### src/rtl/phase_sched_pkg.sv
// phase_sched_pkg
// Shared definitions for the two-channel phase_wrapper scheduler:
//   - sched_state_e : run/drain/idle controller encoding
//   - DW_DEFAULT    : default sample width
//   - LAT_MAX       : deepest wrapper latency the tag pipeline supports
//   - tag_t         : {valid, sel} channel tag carried beside each sample
//   - rr_pick()     : two-way round-robin pick over the holding slots
package phase_sched_pkg;

    typedef enum logic [1:0] {
        IDLE  = 2'd0,
        RUN   = 2'd1,
        DRAIN = 2'd2
    } sched_state_e;

    localparam int DW_DEFAULT = 14;
    localparam int LAT_MAX    = 8;

    typedef struct packed {
        logic valid;
        logic sel;
    } tag_t;

    // Round-robin pick: a lone full slot wins outright; on a tie the slot
    // that did not win last time goes next.
    function automatic tag_t rr_pick(input logic [1:0] full, input logic last_grant);
        tag_t pick;
        pick.valid = 1'b0;
        pick.sel   = 1'b0;
        case (full)
            2'b00: begin
                pick.valid = 1'b0;
                pick.sel   = 1'b0;
            end
            2'b01: begin
                pick.valid = 1'b1;
                pick.sel   = 1'b0;
            end
            2'b10: begin
                pick.valid = 1'b1;
                pick.sel   = 1'b1;
            end
            2'b11: begin
                pick.valid = 1'b1;
                pick.sel   = ~last_grant;
            end
            default: begin
                pick.valid = 1'b0;
                pick.sel   = 1'b0;
            end
        endcase
        return pick;
    endfunction

endpackage

### src/rtl/phase_wrap_scheduler_tag_delay_line.sv
// tag_delay_line
// Fixed-depth shift register carrying the {valid, sel} channel tag of each
// issued sample so that it lines up with the wrapper result LAT cycles later.
// Ports:
//   clk        system clock
//   clr_n      synchronous clear, active-low (empties every stage)
//   load_valid tag valid entering stage 1
//   load_sel   tag channel entering stage 1
//   last_valid tag valid at stage LAT
//   last_sel   tag channel at stage LAT
//   occupied   at least one stage holds a valid tag
module tag_delay_line
    import phase_sched_pkg::*;
#(
    parameter int LAT = 1
) (
    input  logic clk,
    input  logic clr_n,
    input  logic load_valid,
    input  logic load_sel,
    output logic last_valid,
    output logic last_sel,
    output logic occupied
);

    // Depth is kept within the supported range so an out-of-range
    // parameter cannot produce a zero-width or oversized vector.
    localparam int DEPTH = (LAT < 1) ? 1 : ((LAT > LAT_MAX) ? LAT_MAX : LAT);

    logic [DEPTH-1:0] valid_r;
    logic [DEPTH-1:0] sel_r;

    // Tag shift register: stage 0 loads the issue strobe, later stages follow.
    always_ff @(posedge clk) begin
        if (!clr_n) begin
            valid_r <= {DEPTH{1'b0}};
            sel_r   <= {DEPTH{1'b0}};
        end else begin
            valid_r[0] <= load_valid;
            sel_r[0]   <= load_sel;
            for (int i = 1; i < DEPTH; i++) begin
                valid_r[i] <= valid_r[i-1];
                sel_r[i]   <= sel_r[i-1];
            end
        end
    end

    assign last_valid = valid_r[DEPTH-1];
    assign last_sel   = sel_r[DEPTH-1];
    assign occupied   = |valid_r;

endmodule

### src/rtl/phase_wrap_scheduler.sv
// phase_wrap_scheduler
// Time-shares one phase_wrapper datapath between two ADC channels. Each
// channel has a one-sample holding slot; full slots are issued round-robin
// to the wrapper with a channel tag, the tag rides a LAT-deep delay line,
// and the wrapper result is steered back to the owning channel output.
// A run/drain/idle controller stops intake while letting held and
// in-flight samples finish.
// Ports:
//   clk_i, rst_i           clock, synchronous active-low reset
//   enable_i               1 = accept samples, 0 = stop intake and drain
//   chN_data_i/valid_i     channel N sample in (signed, DW bits)
//   chN_ready_o            channel N slot can take a sample this cycle
//   wrp_data_o/valid_o     sample issued to the wrapper, one-cycle strobe
//   wrp_sel_o              channel tag of the issued sample
//   wrp_data_i             wrapper result, LAT cycles after wrp_valid_o
//   chN_data_o/valid_o     wrapped result for channel N, one-cycle strobe
//   busy_o                 controller is not idle
module phase_wrap_scheduler
    import phase_sched_pkg::*;
#(
    parameter int DW  = DW_DEFAULT,
    parameter int LAT = 1
) (
    input  logic          clk_i,
    input  logic          rst_i,
    input  logic          enable_i,
    input  logic [DW-1:0] ch0_data_i,
    input  logic          ch0_valid_i,
    output logic          ch0_ready_o,
    input  logic [DW-1:0] ch1_data_i,
    input  logic          ch1_valid_i,
    output logic          ch1_ready_o,
    output logic [DW-1:0] wrp_data_o,
    output logic          wrp_valid_o,
    output logic          wrp_sel_o,
    input  logic [DW-1:0] wrp_data_i,
    output logic [DW-1:0] ch0_data_o,
    output logic          ch0_valid_o,
    output logic [DW-1:0] ch1_data_o,
    output logic          ch1_valid_o,
    output logic          busy_o
);

    sched_state_e  state_r;
    logic          busy_r;
    logic [1:0]    full_r;
    logic [DW-1:0] hold0_r;
    logic [DW-1:0] hold1_r;
    logic          last_grant_r;
    logic [DW-1:0] wrp_data_r;
    logic          wrp_valid_r;
    logic          wrp_sel_r;
    logic [DW-1:0] ch0_data_r;
    logic          ch0_valid_r;
    logic [DW-1:0] ch1_data_r;
    logic          ch1_valid_r;

    tag_t          grant_s;
    logic          grant0_s;
    logic          grant1_s;
    logic [DW-1:0] grant_data_s;
    logic          run_s;
    logic          ready0_s;
    logic          ready1_s;
    logic          accept0_s;
    logic          accept1_s;
    logic          tag_valid_s;
    logic          tag_sel_s;
    logic          tag_occupied_s;
    logic          drain_done_s;

    // Grant is derived from registered slot state only, never from valid_i,
    // so ready_o carries no combinational path from the channel inputs.
    assign grant_s  = rr_pick(full_r, last_grant_r);
    assign grant0_s = grant_s.valid & ~grant_s.sel;
    assign grant1_s = grant_s.valid & grant_s.sel;

    // A slot being issued this cycle may be refilled at the same edge,
    // which lets a lone active channel stream at one sample per cycle.
    assign run_s     = (state_r == RUN);
    assign ready0_s  = run_s & (~full_r[0] | grant0_s);
    assign ready1_s  = run_s & (~full_r[1] | grant1_s);
    assign accept0_s = ch0_valid_i & ready0_s;
    assign accept1_s = ch1_valid_i & ready1_s;

    // Nothing left anywhere: both slots empty, no issue strobe pending,
    // and no tag still travelling alongside the wrapper.
    assign drain_done_s = (full_r == 2'b00) & ~wrp_valid_r & ~tag_occupied_s;

    // Selects the held sample of the granted channel.
    always_comb begin
        grant_data_s = hold0_r;
        if (grant_s.sel) begin
            grant_data_s = hold1_r;
        end else begin
            grant_data_s = hold0_r;
        end
    end

    // Run/drain/idle controller with busy registered alongside the state.
    always_ff @(posedge clk_i) begin
        if (!rst_i) begin
            state_r <= IDLE;
            busy_r  <= 1'b0;
        end else begin
            case (state_r)
                IDLE: begin
                    if (enable_i) begin
                        state_r <= RUN;
                        busy_r  <= 1'b1;
                    end else begin
                        state_r <= IDLE;
                        busy_r  <= 1'b0;
                    end
                end
                RUN: begin
                    if (!enable_i) begin
                        state_r <= DRAIN;
                    end else begin
                        state_r <= RUN;
                    end
                    busy_r <= 1'b1;
                end
                DRAIN: begin
                    // Re-enabling wins over completion; intake resumes at once.
                    if (enable_i) begin
                        state_r <= RUN;
                        busy_r  <= 1'b1;
                    end else if (drain_done_s) begin
                        state_r <= IDLE;
                        busy_r  <= 1'b0;
                    end else begin
                        state_r <= DRAIN;
                        busy_r  <= 1'b1;
                    end
                end
                default: begin
                    state_r <= IDLE;
                    busy_r  <= 1'b0;
                end
            endcase
        end
    end

    // Holding slots: fill on handshake, empty when issued unless refilled.
    always_ff @(posedge clk_i) begin
        if (!rst_i) begin
            full_r  <= 2'b00;
            hold0_r <= {DW{1'b0}};
            hold1_r <= {DW{1'b0}};
        end else begin
            if (accept0_s) begin
                hold0_r   <= ch0_data_i;
                full_r[0] <= 1'b1;
            end else if (grant0_s) begin
                full_r[0] <= 1'b0;
            end else begin
                full_r[0] <= full_r[0];
            end
            if (accept1_s) begin
                hold1_r   <= ch1_data_i;
                full_r[1] <= 1'b1;
            end else if (grant1_s) begin
                full_r[1] <= 1'b0;
            end else begin
                full_r[1] <= full_r[1];
            end
        end
    end

    // Issue stage: registers the granted sample and tag toward the wrapper.
    // Reset leaves last_grant at channel 1 so channel 0 wins the first tie.
    always_ff @(posedge clk_i) begin
        if (!rst_i) begin
            wrp_data_r   <= {DW{1'b0}};
            wrp_valid_r  <= 1'b0;
            wrp_sel_r    <= 1'b0;
            last_grant_r <= 1'b1;
        end else begin
            if (grant_s.valid) begin
                wrp_data_r   <= grant_data_s;
                wrp_valid_r  <= 1'b1;
                wrp_sel_r    <= grant_s.sel;
                last_grant_r <= grant_s.sel;
            end else begin
                wrp_valid_r  <= 1'b0;
            end
        end
    end

    tag_delay_line #(
        .LAT (LAT)
    ) u_tag_delay_line (
        .clk        (clk_i),
        .clr_n      (rst_i),
        .load_valid (wrp_valid_r),
        .load_sel   (wrp_sel_r),
        .last_valid (tag_valid_s),
        .last_sel   (tag_sel_s),
        .occupied   (tag_occupied_s)
    );

    // Result steering: only a live tag routes wrp_data_i to a channel, so
    // results left in the wrapper across a reset are dropped.
    always_ff @(posedge clk_i) begin
        if (!rst_i) begin
            ch0_data_r  <= {DW{1'b0}};
            ch0_valid_r <= 1'b0;
            ch1_data_r  <= {DW{1'b0}};
            ch1_valid_r <= 1'b0;
        end else begin
            if (tag_valid_s && !tag_sel_s) begin
                ch0_data_r  <= wrp_data_i;
                ch0_valid_r <= 1'b1;
                ch1_valid_r <= 1'b0;
            end else if (tag_valid_s && tag_sel_s) begin
                ch1_data_r  <= wrp_data_i;
                ch1_valid_r <= 1'b1;
                ch0_valid_r <= 1'b0;
            end else begin
                ch0_valid_r <= 1'b0;
                ch1_valid_r <= 1'b0;
            end
        end
    end

    assign ch0_ready_o = ready0_s;
    assign ch1_ready_o = ready1_s;
    assign wrp_data_o  = wrp_data_r;
    assign wrp_valid_o = wrp_valid_r;
    assign wrp_sel_o   = wrp_sel_r;
    assign ch0_data_o  = ch0_data_r;
    assign ch0_valid_o = ch0_valid_r;
    assign ch1_data_o  = ch1_data_r;
    assign ch1_valid_o = ch1_valid_r;
    assign busy_o      = busy_r;

endmodule

### config.mk
export PLATFORM = sky130hd
export DESIGN_NAME = phase_wrap_scheduler
export DESIGN_NICKNAME = d
export VERILOG_FILES = /design/src/rtl/phase_sched_pkg.sv /design/src/rtl/phase_wrap_scheduler_tag_delay_line.sv /design/src/rtl/phase_wrap_scheduler.sv
export SDC_FILE = /design/constraint.sdc
export NUM_CORES = 1
export LEC_CHECK = 0
export ABC_AREA = 1
export CAP_MARGIN = 40
export CELL_PAD_IN_SITES_DETAIL_PLACEMENT = 1
export CELL_PAD_IN_SITES_GLOBAL_PLACEMENT = 1
export CORE_UTILIZATION = 30
export DETAILED_ROUTE_END_ITERATION = 8
export GPL_TIMING_DRIVEN = 0
export PLACE_DENSITY = 0.83
export SYNTH_ARGS = -nofsm -noshare
export SYNTH_HDL_FRONTEND = slang
export SYNTH_SLANG_ARGS = --single-unit
### constraint.sdc
create_clock -name clk_i -period 2.7 [get_ports clk_i]
set_input_delay 0.54 -clock clk_i [delete_from_list [all_inputs] [get_ports clk_i]]
set_output_delay 0.54 -clock clk_i [all_outputs]
set_load 0.1 [all_outputs]
After elaboration in Yosys (flattened, before gate mapping)
Cells that the tools add are included.

cells by class
  add/sub/neg operators = 0
  bitwise operators = 18
  div/mod/pow operators = 0
  eq/ne operators = 5
  reduce and logical (&&, ||, !) cells = 9
  multipliers = 0
  shifts and indexed selects = 0
  multiplexer cells = 18
  order comparisons = 0

operator list
  operator              number
  $mux W14              1
  $mux W1               11
  $and A1 B1 Y1         8
  $not A1 Y1            8
  $pmux W2 S4           1
  $eq A2 B2 Y1 const B  3
  $mux W2               3
  $pmux W2 S3           1
  $eq A2 B1 Y1 const B  2
  $logic_not A2 Y1      2
  $reduce_bool A2 Y1    2
  $pmux W1 S3           1
  $logic_and A1 B1 Y1   2
  $or A1 B1 Y1          2
  $reduce_and A2 Y1     1
  $reduce_or A2 Y1      1
  $logic_not A1 Y1      1

storage, ports and cells
  register bits = 82
  memory bits (read-only) = 0
  bits in latches = 0
  bits in writable memories = 0
  logic and storage cells = 66
  memories kept = 0
  output and inout bits = 49

Longest topological paths before layout
  depth after elaboration = 8
  gate-level depth with buffers = 7

Hierarchy
Synthesis repeated with hierarchy kept, for this count alone.

unflattened totals
  cells, all modules = 491
  area, all modules = 3433.3 um^2

modules (own cells, without submodules)
  module                cells each  times used  area an instance (um^2)
  phase_wrap_scheduler  484         1           3370.7
  tag_delay_line        7           1           62.6

Worst setup path before layout
No wires, ideal clock.

  path type = reg2out
  start point = reg full_r[0]
  end point = out ch0_ready_o
  buffers on the path = 2
  stages on the path, launching flop included = 5
  arrival time = 1.525 ns
  required time = 2.160 ns
  slack = 0.635 ns
  path through = dfxtp_1 buf_2 nand3_2 buf_2 and2_1

between the ends
  word-level cells in the longest chain between the ends = 6
  elaborated cells on any way between the ends = 10

RTL lines
  element                               RTL line                     RTL
  start: declaration                    phase_wrap_scheduler.sv:46   logic [1:0] full_r;
  start signal: assignment              phase_wrap_scheduler.sv:158  full_r[0] <= full_r[0];
  $eq A2 B2 Y1 (tied with other cells)  phase_sched_pkg.sv:30        case (full)
  $pmux W2 S4                           phase_sched_pkg.sv:30
  $not A1 Y1                            phase_wrap_scheduler.sv:75   assign grant0_s = grant_s.valid & ~grant_s.sel;
  $and A1 B1 Y1                         phase_wrap_scheduler.sv:75
  $or A1 B1 Y1 (*)                      phase_wrap_scheduler.sv:81   assign ready0_s = run_s & (~full_r[0] | grant0_s);
  $and A1 B1 Y1 (*)                     phase_wrap_scheduler.sv:81
  end: declaration                      phase_wrap_scheduler.sv:29   output logic ch0_ready_o,

Every way passes the cells marked *; elsewhere a longest branch is shown, timed or not.

Worst setup path in the final report
  start point = reg full_r[0]
  end point = out ch1_ready_o

between the ends
  word-level cells in the longest chain between the ends = 5
  elaborated cells on any way between the ends = 8

RTL lines
  element                               RTL line                    RTL
  $eq A2 B2 Y1 (tied with other cells)  phase_sched_pkg.sv:30
  $pmux W2 S4 (*)                       phase_sched_pkg.sv:30
  $and A1 B1 Y1 (*)                     phase_wrap_scheduler.sv:76  assign grant1_s = grant_s.valid & grant_s.sel;
  $or A1 B1 Y1 (*)                      phase_wrap_scheduler.sv:82  assign ready1_s = run_s & (~full_r[1] | grant1_s);
  $and A1 B1 Y1 (*)                     phase_wrap_scheduler.sv:82
  end: declaration                      phase_wrap_scheduler.sv:32  output logic ch1_ready_o,

Marked as above.

==> flow_summary.json <==
{
  "status": "completed",
  "grt_max_degree": 15,
  "synth_edf_count": 0,
  "wirelength_um": 11800,
  "cts_setup_buffers": 0,
  "layout_setup_ws_ns": 0.125,
  "dieHeight_um": 109,
  "crit_arrival_ns": 2.04,
  "synthTopCellsByCount": "nand2_1 (143), inv_1 (96), dfxtp_1 (82)",
  "overflow": 0,
  "syn-cell-area_mm2": 0.00342,
  "nets": 689,
  "synth-seq-cells": 82,
  "met2_usage": 0.396,
  "synth_area_leaders": "dfxtp_1 (48%), nand2_1 (16%), inv_1 (11%), nor2_1 (6.6%), nand4_1 (5.1%)",
  "final_cells": 787,
  "synthFlopType": "dfxtp_1",
  "fin_area_mm2": 0.00570,
  "syn-num-nets": 536,
  "crit_path_end_kind": "output pin",
  "yosysMostFrequentCell": "nand2_1",
  "post-route-util": 0.519,
  "hold_end": "wrp_data_o[8]",
  "rsz0062_at_grt": "false",
  "clockBufferDepth": 2,
  "via_per_inst": 4.52,
  "dpl_cell_area_mm2": 0.00534,
  "ir_drop_mv": 0.270,
  "synth_seq_area_share": 0.480,
  "fill_cells": 1309,
  "ff_latch_area_mm2": 0.00164,
  "layout-drive-gt1-share": 0.134,
  "core-area_mm2": 0.0110,
  "slew_viol_final": 0,
  "synth_top_area_frac": 0.480,
  "slowest_delay_ns": 0.51,
  "dp_slack_ns": 0.381,
  "grt_usage": 0.210,
  "antenna_found_initial": 0,
  "synth-simple-area-share": 0.319,
  "cts-root-buf": "clkbuf_16",
  "dr.pass1.iters": 4,
  "fin_worst_skew_ns": 0.00955,
  "yosys.area_share.adder": 0,
  "layout_min_cycle_time_ns": 2.58,
  "critPathBufInv": 5,
  "power.density_mw_per_mm2": 539,
  "post_cts_resized": 0,
  "dp_hpwl_um": 9310,
  "synth_xor_area_frac": 0,
  "multi_input_area_mm2": 0.00131,
  "initial_utilization": 0.312,
  "tightest_slew_ns": 0.565,
  "ant_nets": 0,
  "critical_path.slowest_cell": "clkdlybuf4s50_1",
  "worstPathRequired_ns": 2.16,
  "num_vias": 3556,
  "cp_cell_sequence": "buf_2 -> nand3_4 -> buf_4 -> nand2_1 -> inv_1 -> clkdlybuf4s50_1 -> buf_8",
  "rr_endpoint": "wrp_data_o[5]",
  "finalHoldViolations": 0,
  "max_clock_freq_mhz": 388,
  "synth_top_family_by_area": "simple AND/OR/NAND/NOR gates",
  "syn_avg_cell_area_um2": 7.00,
  "ys_warn_count": 0,
  "reg2reg_slack_ns": 1.29,
  "drtIter0Drc": 144,
  "drcViolationCount": 0,
  "synth_compound_area_frac": 0.0567,
  "hp-class": "flip-flop to flip-flop",
  "max-cap-violations": 0,
  "die_w_um": 109,
  "clk_pin_slew_ns": 0.06,
  "dp_cells": 772,
  "first_global_vias": 3813,
  "gp_congestion": 0.787,
  "finalSetupViolCount": 0,
  "synthDistinctLibCells": 20,
  "antennaDiodeCount": 0,
  "hold_slack_ns": 0.451,
  "fin_crit_sh": 0.954,
  "synth_cells": 489,
  "p_leak_nw": 2.76,
  "top_usage_layer": "met2",
  "met3_usage": 0.0377,
  "finalSetupTns_ns": 0,
  "ctsHoldBuffers": 0,
  "critPathTopFamily": "buffers and inverters",
  "grt_pass1_wl_um": 18900,
  "cts_tree": "built",
  "clock_latency_ns": 0.34,
  "relSlewSlack": 0.623,
  "worstSetupStartpointType": "flip-flop",
  "numCtsBuffers": 9,
  "cts_sinks": 82,
  "area_delta_synth_final_pct": 66.5,
  "critical_path_class": "flip-flop to output pin",
  "total_power_mw": 3.07,
  "hold_path_depth": 2,
  "synth_area_leader_cell": "dfxtp_1",
  "gr-usage-met1": 0.230,
  "reg2reg_from": "full_r[0]",
  "rows": 38,
  "async_flop_share": 0,
  "wl_per_cell_um": 15.0,
  "synth_mux_area_frac": 0,
  "io_pins": 96,
  "port_buffers": 94,
  "min-delay-start": "wrp_data_o[8]",
  "fp.dieArea_mm2": 0.0118,
  "ff2ff_path_depth": 7,
  "path_max_fanout": 10,
  "htreeDepth": 3
}
[placed cells by master (no fill, tap or decap), drive strengths merged]
cell / netlist / routed
o211ai: 15 / 15
clkinv: 0 / 4
inv: 96 / 96
nand3: 19 / 19
nor2: 62 / 62
and2: 1 / 1
a21oi: 1 / 1
dfxtp: 82 / 82
clkbuf: 9 / 19
nor3: 1 / 1
nand4: 28 / 28
o22ai: 1 / 1
clkdlybuf4s50: 0 / 94
o21ai: 14 / 14
nand2: 143 / 143
bufinv: 0 / 3
buf: 17 / 64
[logic make-up after synthesis]
kind of cell | after synthesis
buffers and inverters | 122
and+or+nand+nor | 254
AOI/OAI and AO/OA | 31
DFF | 82
[flip-flops by register name, summed over array words and instances, names as in the netlist]
signal                       cells
ch0_valid_o                      1
ch0_data_o                      14
full_r                           2
last_grant_r                     1
state_r                          2
hold1_r                         14
busy_o                           1
wrp_sel_o                        1
u_tag_delay_line.last_valid      1
u_tag_delay_line.last_sel        1
wrp_data_o                      14
wrp_valid_o                      1
ch1_data_o                      14
ch1_valid_o                      1
hold0_r                         14
[report_power, final]
part           switching, mW  internal [mW]  leakage (nW)
registers             0.0176           1.24         0.665
clock network          0.505          0.903         0.169
logic                  0.236          0.164          1.93
[layer usage]
layer / routed length [um] / vias up
li1: - / 1790
met1: 4800 / 1647
met2: 6290 / 96
met3: 435 / 23
met4: 277 / 0
met5: 0 / -
[cell type report]
class	instances	area share
inverter	96	0.0632
buffer	25	0.0237
multi-input combinational	285	0.229
clock buffer	9	0.0395
clock inverter	7	0.0206
sequential	82	0.288
timing repair buffer	143	0.305
tap	140	0.0307
[worst reg2reg max path: cells and delay by family, from the launching register on]
| family | cells | cell delay, ns |
|---|---|---|
| simple gates | 4 | 0.37 |
| buf+inv | 2 | 0.46 |
| compound gates | 1 | 0.15 |
| flops | 1 | 0.31 |
[worst max path at each step]
stage	from	end	slack [ns]	depth (start not counted)
3_5_place_dp	full_r[0]	ch1_ready_o	0.38	7
6_report	full_r[0]	ch1_ready_o	0.12	7
3_3_place_gp	state_r[0]	ch0_ready_o	0.006	5
4_1_cts	full_r[0]	ch1_ready_o	0.002	7
5_1_grt	full_r[1]	ch1_ready_o	0.0005	6
2_1_floorplan	full_r[0]	ch0_ready_o	0.63	4
Power figures use the tool's default switching activity.
==> patch 1 (config.mk and constraints unchanged) <==
Re-encode `sched_state_e` (3 states) as one-hot, 3 bits wide.
--- a/src/rtl/phase_sched_pkg.sv
+++ b/src/rtl/phase_sched_pkg.sv
@@ -8,8 +8,8 @@
 package phase_sched_pkg;
 
-    typedef enum logic [1:0] {
-        IDLE  = 2'd0,
-        RUN   = 2'd1,
-        DRAIN = 2'd2
+    typedef enum logic [2:0] {
+        IDLE  = 3'b001,
+        RUN   = 3'b010,
+        DRAIN = 3'b100
     } sched_state_e;
 
Behaviour: same outputs for any inputs over 10 cycles, from zero or initial values and one cycle with rst_i low; not proved beyond that.
==> patch 1 against the unedited design <==
Area after synthesis up 2.3%. Power down 16%. Worst hold slack better by 0.011 ns. Wire length up 11%. Utilization down 1.8 points. Via count up 6.7%. Worst setup slack better by 0.0025 ns. Final area up 0.26%. Sequential cell count up 1. Clock skew up 0.0016 ns. Combinational power down 43%.
==> patch 1: results (changes against the unedited design) <==
- Initial DRC count: 108 (-25%)
- Hold Path Sink: u_tag_delay_line.last_valid$_SDFF_PN0_
- Peak VDD IR: 0.000304 V (+13%)
- Synth cell types: 24 (+20%)
- Internal Power: 1.98 mW (-14%)
- Largest net degree at the start of global routing: 13 (-2)
- Status: finished, final reports clean
- First-pass GRT wire length: 20600 um (+9.0%)
- Critical path peak fanout: 8 (-2)
- Hpwl dp: 10300 um (+10%)
- R2R setup slack: 1.15 ns (-0.14 ns)
- Final GP Congestion: 0.794 (+0.85%)
- Tot Pwr: 2.59 mW (-16%)
- Crit path largest cell delay: 0.63 ns (+0.12 ns)
- Worst hold path startpoint: wrp_valid_o$_SDFF_PN0_
- Seq/Total Area, Yosys: 47.4% (-0.52 points)
- Slew @ Worst Pin: 0.521 ns (-0.0436 ns)
- Gr usage total: 23.1% (+2.1 points)
- Layout cells sized above 1: 13.6% (+0.15 points)
- Area contributors post-synth: dfxtp_1, nand2_1, inv_1
- Clock network fraction of total power: 43.1% (-2.8 points)
- NumNets Final: 705 (+2.3%)
- Post-DR vias/cell: 4.71 (+4.3%)
- R2r endpoint: hold0_r[6]$_SDFFE_PN0P_
- Setup Skew: 0.0111 ns (+0.00155 ns)
- Vias in the first global route: 4004 (+5.0%)
- CP endpoint: ch0_ready_o
## patch 1: changes by cell type after synthesis, moves of 11 or more
| cell | unedited run | this run |
|---|---|---|
| nand3_1 | 15 | 30 |
| o21ai_1 | 0 | 11 |
| o211ai_1 | 15 | 1 |
| inv_1 | 96 | 85 |
| clkinv_1 | 0 | 13 |
| o21ai_0 | 14 | 35 |
| nand2_1 | 143 | 113 |
## patch 1: final cells by class
class                      count  area share (%)
timing repair buffer         142            30.9
sequential                    83            29.1
multi-input combinational    293            23.4
inverter                     101            6.63
clock buffer                  12            4.31
tap                          143            3.13
buffer                        28            2.25
clock inverter                 3           0.263
## patch 1: per-layer routing
metal / GRT usage [%] / vias to the layer above / wire (um)
li1: - / 1852 / -
met1: 23.5 / 1778 / 5100
met2: 43.4 / 123 / 6910
met3: 4.76 / 42 / 556
met4: 13.0 / 0 / 540
met5: 0 / - / 0
## patch 1: repair_timing
| action | in CTS | in global routing |
|---|---|---|
| hold buffers | 0 | 0 |
| endpoints found under the setup margin | 1 | 0 |
| endpoints found under the hold margin | 0 | 0 |
| resized for setup | 1 | 0 |
## patch 1: cell families (layout without fill, tap and decap cells)
| group | Yosys count | count (layout) | synth area share [%] |
|---|---|---|---|
| flip-flops | 83 | 83 | 47.4 |
| buffers and inverters | 129 | 286 | 14.5 |
| AO/OA/AOI/OAI | 53 | 53 | 7.82 |
| AND/OR/NAND/NOR | 240 | 240 | 30.2 |
## patch 1: through the flow
step	instances	hold WS [ns]	cell area (sq um)
detailed placement	791	0.457	5460
global placement	742	0.444	4630
floorplan	505	0.479	3510
CTS	805	0.464	5720
finish	805	0.462	5720
global route	805	0.487	5720
## patch 1: worst min-delay path, cell delays in order, from the launching register on
cell,delay (ns)
dfxtp_1,0.32
nand2_1,0.06
inv_1,0.04
==> patch 2 (config.mk and constraints unchanged) <==
Made on the original files. Change the package constant `DW_DEFAULT` from 14 to 10.
--- a/src/rtl/phase_sched_pkg.sv
+++ b/src/rtl/phase_sched_pkg.sv
@@ -14,5 +14,5 @@
     } sched_state_e;
 
-    localparam int DW_DEFAULT = 14;
+    localparam int DW_DEFAULT = 10;
     localparam int LAT_MAX    = 8;
 
Ports: changed (6 resized); port bits go from 96 to 72. No check against the original RTL was run, so the function may have changed too.
==> patch 2 against the unedited design <==
Worst setup slack lost 0.021 ns. Power shrank 32%. Register-to-register slack lost 0.02 ns. Sequential cell count shrank 20. Synthesized cell count shrank 27%. Wire length shrank 23%. Critical path depth shrank 1. Area after synthesis shrank 26%. Final area shrank 26%. Utilization shrank 0.72 points. Sequential share of layout area grew 0.72 points. Critical path type unchanged.
==> patch 2: results (changes against the unedited design) <==
- Seq/Total Area, Yosys: 48.8% (+0.84 points)
- Worst Path Arrival: 2.06 ns (+0.02 ns)
- Hold Crit Class: flip-flop to flip-flop
- H-tree depth: 3 (unchanged)
- Leakage power: 2.06 nW (-26%)
- Max-slew violation count: 0 (unchanged)
- Vias: 2719 (-24%)
- Internal Power: 1.51 mW (-35%)
- Final worst path period share: 96.2% (+0.77 points)
- Clk power: 0.810 mW (-43%)
- Vias in the first global route: 2943 (-23%)
- Synth top cells by count: nand2_1, inv_1, dfxtp_1
- Sequential cell fraction of total power: 46.0% (+4.9 points)
- Final GP Congestion: 0.794 (+0.88%)
- Worst slew margin: 50.3% (-12 points)
- Layout cells sized above 1: 13.9% (+0.45 points)
- Peak VDD IR: 0.000284 V (+5.0%)
- First-pass GRT wire length: 14500 um (-23%)
- Largest net degree at the start of global routing: 11 (-4)
- Area after DPL: 4020 sq um (-25%)
- Finished Layout Cells: 587 (-25%)
- Detailed Route WL: 9090 um (-23%)
- WHS: 0.453 ns (+0.00171 ns)
- Critical path peak fanout: 10 (unchanged)
- CTS Root Cell: clkbuf_8
- Pwr dens: 494 nW/um^2 (-8.4%)
- Area contributors post-synth: dfxtp_1, nand2_1, inv_1
- Post-cts resize count: 0 (unchanged)
- Gr usage total: 22.1% (+1.1 points)
- Dpl ws: 0.481 ns (+0.100 ns)
- Status: finished, final reports clean
- Endpoints failing setup: 0 (unchanged)
- Async SR Flop Fraction: 0% (unchanged)
- Synth cell types: 18 (-10%)
- Yosys warning count: 0 (unchanged)
- Max Buffers Root-to-Sink: 2 (unchanged)
- Setup Skew: 0.00816 ns (-0.00138 ns)
- Initial DRC count: 132 (-8.3%)
- Placed cells: 572 (-26%)
- # diodes: 0 (unchanged)
- Clk Latency, worst-skew pair: 0.34 ns (about the same)
- Hpwl dp: 6730 um (-28%)
- Inserted Clock Buffers: 9 (unchanged)
- R2R setup slack: 1.27 ns (-0.02 ns)
- Syn_nets: 394 (-26%)
- Top FF cell, synth: dfxtp_1
- Initial antenna violation count: 0 (unchanged)
- Mean Syn Cell Area: 7.09 sq um (+1.2%)
- # port buffers: 71 (-24%)
- Setup bufs post-CTS: 0 (unchanged)
- NumNets Final: 513 (-26%)
[patch 2: kinds of logic (layout without fill, tap and decap cells)]
group	count (synthesis)	after routing	synth area share [%]
AOI/OAI and AO/OA	35	35	8.02
and+or+nand+nor	166	166	28.0
buffers and inverters	96	219	15.2
DFF	62	62	48.8
[patch 2: worst max-delay path, cell delays in order (launching register included)]
cell,delay [ns]
dfxtp_1,0.29
buf_2,0.16
nand3_1,0.15
buf_2,0.23
and2_1,0.16
clkdlybuf4s50_1,0.51
buf_8,0.20
[patch 2: path summary, 6_finish.rpt]
kind | from | end | cells past startpoint
worst min register to register | wrp_data_o[2]$_SDFFE_PN0P_ | wrp_data_o[2]$_SDFFE_PN0P_ | 2
worst max-delay path | full_r[0]$_SDFFE_PN0P_ | ch0_ready_o | 6
worst max register to register | full_r[0]$_SDFFE_PN0P_ | wrp_data_o[0]$_SDFFE_PN0P_ | 4
worst min-delay path | wrp_data_o[2]$_SDFFE_PN0P_ | wrp_data_o[2]$_SDFFE_PN0P_ | 2
[patch 2: routing by layer]
| layer | global-route usage [%] | vias up | routed length, um |
|---|---|---|---|
| li1 | - | 1332 | - |
| met1 | 24.9 | 1277 | 3650 |
| met2 | 38.3 | 76 | 4690 |
| met3 | 3.80 | 34 | 286 |
| met4 | 14.1 | 0 | 462 |
| met5 | 0 | - | 0 |
[patch 2: cell type report]
class | count | area (sq um)
Fill cell | 970 | 4010
Timing Repair Buffer | 108 | 1340
Sequential cell | 62 | 1240
Multi-Input combinational cell | 201 | 917
Inverter | 78 | 293
Clock buffer | 11 | 141
Tap cell | 105 | 131
Buffer | 18 | 92.6
Clock inverter | 4 | 47.5
